### src/rtl/fifo_read_ctrl_pkg.sv
// Shared definitions for the FIFO read-side output controller:
// occupancy state encoding and default widths.
package fifo_read_ctrl_pkg;

  localparam int DEFAULT_DATA_WIDTH  = 8;
  localparam int DEFAULT_COUNT_WIDTH = 16;

  // Number of words currently held in the 2-entry output buffer
  typedef enum logic [1:0] {
    EMPTY = 2'b00,
    ONE   = 2'b01,
    TWO   = 2'b10
  } occ_state_e;

endpackage

### src/rtl/fifo_out_buf.sv
// Two-entry output buffer. Entry 0 is always the head word presented
// downstream; entry 1 only ever holds the word queued behind it.
module fifo_out_buf
  import fifo_read_ctrl_pkg::*;
#(
  parameter int Data_width = DEFAULT_DATA_WIDTH
) (
  input  logic                  clk,
  input  logic                  rst,
  input  occ_state_e            state,
  input  logic                  push,
  input  logic                  pop,
  input  logic [Data_width-1:0] wr_data,
  output logic [Data_width-1:0] head
);

  logic [Data_width-1:0] entry0_q, entry0_d;
  logic [Data_width-1:0] entry1_q, entry1_d;

  // Decide where a pushed word lands and shift entry 1 forward on a pop
  always_comb begin
    entry0_d = entry0_q;
    entry1_d = entry1_q;
    case (state)
      EMPTY: begin
        if (push) entry0_d = wr_data;
      end
      ONE: begin
        if (push && pop) begin
          entry0_d = wr_data;
        end else if (push) begin
          entry1_d = wr_data;
        end
      end
      TWO: begin
        if (pop) entry0_d = entry1_q;
      end
      default: begin
        entry0_d = entry0_q;
      end
    endcase
  end

  // Storage registers, cleared on reset so no stale word survives
  always_ff @(posedge clk) begin
    if (rst) begin
      entry0_q <= '0;
      entry1_q <= '0;
    end else begin
      entry0_q <= entry0_d;
      entry1_q <= entry1_d;
    end
  end

  assign head = entry0_q;

endmodule

### src/rtl/fifo_read_ctrl.sv
// FIFO read-side controller: pulls words out of the FIFO memory into a
// 2-entry output buffer and hands them downstream with valid/ready.
// Rinc depends only on registered state and FIFO-side inputs, so there
// is no combinational path from Out_ready back into the FIFO.
module fifo_read_ctrl
  import fifo_read_ctrl_pkg::*;
#(
  parameter int Data_width  = DEFAULT_DATA_WIDTH,
  parameter int Count_width = DEFAULT_COUNT_WIDTH
) (
  input  logic                   Rclk,
  input  logic                   Rrst,
  input  logic                   Enable,
  input  logic                   Rempty,
  input  logic [Data_width-1:0]  Rdata,
  output logic                   Rinc,
  input  logic                   Out_ready,
  output logic                   Out_valid,
  output logic [Data_width-1:0]  Out_data,
  output logic [Count_width-1:0] Pop_count,
  output logic                   Busy
);

  occ_state_e             state_q, state_d;
  logic [Count_width-1:0] pop_count_q, pop_count_d;
  logic                   push;
  logic                   pop;

  // Handshake terms: a push is a FIFO read, a pop is a downstream accept
  always_comb begin
    push = ~Rrst & Enable & ~Rempty & (state_q != TWO);
    pop  = (state_q != EMPTY) & Out_ready;
  end

  // Occupancy next-state and delivered-word counter update
  always_comb begin
    state_d     = state_q;
    pop_count_d = pop_count_q + Count_width'(pop);
    case (state_q)
      EMPTY: begin
        if (push) state_d = ONE;
      end
      ONE: begin
        if (push && !pop) begin
          state_d = TWO;
        end else if (pop && !push) begin
          state_d = EMPTY;
        end
      end
      TWO: begin
        if (pop) state_d = ONE;
      end
      default: begin
        state_d = EMPTY;
      end
    endcase
  end

  // State and counter registers with synchronous reset
  always_ff @(posedge Rclk) begin
    if (Rrst) begin
      state_q     <= EMPTY;
      pop_count_q <= '0;
    end else begin
      state_q     <= state_d;
      pop_count_q <= pop_count_d;
    end
  end

  fifo_out_buf #(
    .Data_width(Data_width)
  ) u_out_buf (
    .clk    (Rclk),
    .rst    (Rrst),
    .state  (state_q),
    .push   (push),
    .pop    (pop),
    .wr_data(Rdata),
    .head   (Out_data)
  );

  assign Rinc      = push;
  assign Out_valid = (state_q != EMPTY);
  assign Pop_count = pop_count_q;
  assign Busy      = (state_q != EMPTY) | push;

endmodule

### config.mk
export PLATFORM = sky130hd
export DESIGN_NAME = fifo_read_ctrl
export DESIGN_NICKNAME = d
export VERILOG_FILES = /design/src/rtl/fifo_read_ctrl_pkg.sv /design/src/rtl/fifo_out_buf.sv /design/src/rtl/fifo_read_ctrl.sv
export SDC_FILE = /design/constraint.sdc
export NUM_CORES = 1
export LEC_CHECK = 0
export ABC_AREA = 1
export ABC_CLOCK_PERIOD_IN_PS = 2600
export CAP_MARGIN = 20
export CELL_PAD_IN_SITES_DETAIL_PLACEMENT = 0
export CELL_PAD_IN_SITES_GLOBAL_PLACEMENT = 2
export CORE_MARGIN = 3
export CORE_UTILIZATION = 28
export DETAILED_ROUTE_END_ITERATION = 8
export HOLD_SLACK_MARGIN = 0.08
export PLACE_DENSITY = 0.93
export SLEW_MARGIN = 10
export SYNTH_ARGS = -nofsm -noshare
export SYNTH_HDL_FRONTEND = slang
export SYNTH_SLANG_ARGS = --single-unit
export TNS_END_PERCENT = 30
### constraint.sdc
create_clock -name Rclk -period 2.6 [get_ports Rclk]
set_input_delay 0.26 -clock Rclk [delete_from_list [all_inputs] [get_ports Rclk]]
set_output_delay 0.26 -clock Rclk [all_outputs]
set_load 0.02 [all_outputs]
# Word-level counts from Yosys, hierarchy flattened
# Cells that the tools add are included.
# op_classes
bitwise	8
n_reduce_logical	11
n_addsub	1
n_mux	9
eq_ne	7
# op_table
operator	n
$mux 8	3
$pmux 8 s3	1
$add 16x1->16	1
$mux 2	4
$ne 2x2->1 const B	3
$pmux 2 s3	1
$reduce_and 3->1	2
$and 1x1->1	4
$reduce_and 4->1	1
$logic_and 1x1->1	3
$ne 3x3->1 const B	1
$not 1->1	3
$reduce_bool 3->1	1
$eq 2x1->1 const B	1
$eq 2x2->1 const B	1
$logic_not 1->1	2
$logic_not 2->1	1
$ne 2x1->1 const B	1
$reduce_bool 2->1	1
$or 1x1->1	1
# word_totals
register_bits	34

# Depth between registers and ports, before layout
# logic_depth
depth_word	9
ltp_mapped	11
mapped_depth_nobuf	11

# Modules after synthesis
# From an unflattened synthesis, not the netlist that was laid out.
# unflattened
cells_unflattened	237
area_unflattened_um2	1670.4
# modules_own_cells
module	cells_per_inst	instances	area_each_um2	seq_area_each_um2
fifo_read_ctrl	135	1	932.1	360.3
fifo_out_buf	102	1	738.2	320.3

# Worst setup path before layout
# OpenSTA, ideal clock, no wires.
# synth_timing
path_kind	reg2reg
startpoint	register state_q[1]
endpoint	register pop_count_q[8] (netlist: Pop_count[8])
t_required_ns	2.530
setup_time_ns	0.070
t_arrival_ns	1.693
path_slack_ns	0.837
stages_incl_launch_ff	11
period_less_slack_ns	1.763
cell_sequence	dfxtp_1 -> inv_2 -> nand2_2 -> nand3_1 -> inv_1 -> ha_1 -> nand2_1 -> nor2_1 -> nand2_1 -> or2_2 -> a21oi_1
# synth_between
elab_chain_cells	3
# synth_rtl
element	line_no	rtl
start: declaration	fifo_read_ctrl.sv:24	occ_state_e state_q, state_d;
start signal: assignment	fifo_read_ctrl.sv:65	state_q <= state_d;
$reduce_bool 2->1	n/a	
net Out_valid	fifo_read_ctrl.sv:18	output logic Out_valid,
$and 1x1->1	fifo_read_ctrl.sv:32	pop = (state_q != EMPTY) & Out_ready;
$add 16x1->16	fifo_read_ctrl.sv:38	pop_count_d = pop_count_q + Count_width'(pop);
end signal: assignment	fifo_read_ctrl.sv:66	pop_count_q <= pop_count_d;
end: declaration	fifo_read_ctrl.sv:25	logic [Count_width-1:0] pop_count_q, pop_count_d;
# The timed path passes the listed nets, and every way through them passes these cells.
# A chain may end at the register's enable or synchronous reset.

# Final worst setup path
# layout_timing
startpoint	input port Enable
endpoint	output port Rinc
# layout_between
elab_chain_cells	3
# layout_rtl
element	line_no	rtl
start: declaration	fifo_read_ctrl.sv:13	input logic Enable,
$and 1x1->1 (3 in a row)	fifo_read_ctrl.sv:31	push = ~Rrst & Enable & ~Rempty & (state_q != TWO);
end: declaration	fifo_read_ctrl.sv:16	output logic Rinc,
# Every way passes these cells.

==> metrics.csv <==
stage,metric,value,unit
cts,clock_sinks,34,
global_routing,grt_max_degree,28,
global_routing,antenna_found_initial,0,
timing,hold_violations,0,
placed_design,io_buffers,39,
yosys,avgSynthCellArea,6.517,sq um
timing,setup_slack,0.5265,ns
global_routing,grt_use_met1,15.77,%
cts,cts_hold_buf,0,
global_routing,grt_util_met3,3.042,%
cts,ctsResizeCount,0,
setup_path,crit-reg2reg-launch,state_q[1]$_SDFFE_PP0P_,
layout,diodes,0,
job,max_cap_violations,0,
yosys,ys.flop_type,dfxtp_1,
timing,max_freq,0.4823,GHz
layout,fin_util,39.47,%
cts,cts_buffers,5,
setup_path,crit_path_top_delay_cell,clkdlybuf4s50_1,
worst_hold_path,min_path_type,reg2reg,
setup_path,worstRegToRegCells,10,
yosys,synth_cell_types,23,
worst_hold_path,hold_start,u_out_buf.head[6]$_SDFFE_PP0P_,
die,num_io_pins,40,
detailed_routing,drc,0,
timing,skew,0.004102,ns
worst_hold_path,min_delay_path_depth,2,
detailed_routing,wl,4.261,mm
setup_path,arrival,1.81,ns
global_routing,grtUsageMet2,21.45,%
timing,tns,0,ns
detailed_routing,drt-initial-drc-count,64,
setup_path,required,2.34,ns
placed_design,place.gp.congestion,0.7901,
timing,max_slew_margin,62.81,%
yosys,ys_seq_elements,34,
global_routing,grt_use_total,12.68,%
setup_path,cp-end-kind,primary output,
power_and_ir_drop,p_per_area,738.5,mW/mm^2
yosys,synth-edff-count,0,
placed_design,place_ws,0.5184,ns
placed_design,dp.final_hpwl,3.051,mm
setup_path,crit_path_max_fanout,3,
cts,insertion_delay,0.28,ns
timing,finalCritPeriodShare,79.75,%
timing,worst_slew_pin_slew,0.5565,ns
setup_path,cp.depth,6,
cts,path_clk_slew,0.07,ns
power_and_ir_drop,ir_worst_vdd,0.3036,mV
timing,post-route-min-period,2.073,ns
detailed_routing,viasPerCell,4.414,
setup_path,crit_start,Enable,
yosys,ys_seq_area_share,39.56,%
timing,maxSlewViolCount,0,
yosys,syn-cell-area,0.001720,sq mm
detailed_routing,vias,1673,
global_routing,grt_pass1_vias,1624,
layout,layout_common_cells,"nand2_1, nor2_1, clkdlybuf4s50_1, dfxtp_1, inv_1",
layout,final_common_cell,nand2_1,
layout,drive_gt1_share,7.166,%
outcome,status,"complete, no violations",
power_and_ir_drop,p_leak,0.9440,nW
die,placementRows,27,
detailed_routing,wl_per_cell,11.24,microns
cts,post_cts_buffers,0,
yosys,syn-num-nets,280,
die,core,0.005709,sq mm
die,die_area,0.007121,sq mm
cts,cts_tree,done,
setup_path,path_buf_inv,3,
setup_path,max_stage_delay,0.63,ns
yosys,yosysWarnings,0,
setup_path,cp-start-kind,primary input,
cts,cts_buffer_depth,2,
setup_path,criticalPathCategory,in2out,
timing,rsz0062_at_grt,false,
cts,root_buffer,clkbuf_8,
setup_path,r2r_slack,0.74,ns
setup_path,crit_chain,"clkdlybuf4s50_1, inv_1, nor2_1, nand2_2, nor2_1, clkdlybuf4s50_1",
die,fp.dieH,84.39,microns
setup_path,crit_family,buffers and inverters,
global_routing,grt_pass1_wl,7.417,mm
cts,htreeDepth,2,
die,die_w,84.39,microns
die,initial_core_util,30.13,%
layout,nets,322,
yosys,synthCells,264,
detailed_routing,firstDrtPassIters,4,
global_routing,grt.overflow.total,0,
detailed_routing,detail-route-antenna-nets,0,
global_routing,grt_busiest_layer,met2,
timing,finalSetupViolations,0,
yosys,synthArstFlopShare,0,%
layout,area_growth,30.98,%
==> worst reg2reg max path, cell delays in order, from the launching register on <==
cell and delay [ns]:
dfxtp_1 0.44, inv_2 0.10, nand2_2 0.10, nand3_1 0.10
inv_1 0.07, ha_1 0.16, nand2_1 0.09, nor2_1 0.22
nand2_1 0.12, or2_2 0.28, a21oi_1 0.12
==> logic make-up after synthesis <==
group                      count (synthesis)  synth area share [%]
and+or+nand+nor                          152                 36.65
buffers and inverters                     43                 11.20
DFF                                       34                 39.56
AOI/OAI and AO/OA                         32                 10.40
adders and majority gates                  3                 2.182
==> synth_stat cells (2+ instances only) <==
| library cell | count | area, sq um |
|---|---|---|
| nand2_1 | 70 | 262.8 |
| a21oi_1 | 15 | 75.07 |
| nand4_1 | 3 | 18.77 |
| nand2_2 | 2 | 12.51 |
| dfxtp_1 | 34 | 680.7 |
| nand3_1 | 16 | 80.08 |
| inv_1 | 33 | 123.9 |
| buf_6 | 4 | 45.04 |
| ha_1 | 3 | 37.54 |
| o21ai_0 | 14 | 70.07 |
| nor3_1 | 2 | 10.01 |
| inv_2 | 4 | 15.01 |
| nor2_1 | 54 | 202.7 |
==> final cells by class <==
type | instances | area (sq um)
clock buffer | 7 | 86.33
clock inverter | 1 | 5.005
fill | 619 | 3456
inverter | 37 | 138.9
multi-input combinational | 187 | 847.1
sequential | 34 | 680.7
tap | 72 | 90.09
timing repair buffer | 41 | 405.4
==> power breakdown <==
| group | total, mW | switching (mW) | internal [mW] |
|---|---|---|---|
| registers | 0.636 | 0.0504 | 0.586 |
| clock network | 0.408 | 0.195 | 0.214 |
| logic | 0.619 | 0.372 | 0.247 |
| total | 1.66 | 0.617 | 1.05 |
==> metrics by stage <==
step	area (sq um)	hold slack, ns	total power [mW]	cells
after floorplan	1720	0.4245	1.077	264
final	2253	0.4822	1.664	379
after CTS	2253	0.4885	1.691	379
after global routing	2253	0.5056	1.788	379
after global placement	2162	0.4611	1.281	371
after detailed placement	2162	0.4706	1.278	371
==> flip-flops by register name, summed over array words and instances (netlist names) <==
signal,flops
Pop_count,16
u_out_buf.entry1_q,8
u_out_buf.head,8
state_q,2
==> path summary, 6_finish.rpt <==
check / endpoint
worst min register to register: u_out_buf.head[6]$_SDFFE_PP0P_
worst max-delay path: Rinc
worst min-delay path: u_out_buf.head[6]$_SDFFE_PP0P_
worst max register to register: Pop_count[8]$_SDFF_PP0_
==> layer usage <==
layer	vias up	routed length, microns	share of wire (%)
met2	33	1943	46
met4	0	67	1.6
met3	6	166	3.9
met1	738	2083	49
li1	896	-	-
met5	-	0	0
Power figures use the tool's default switching activity.
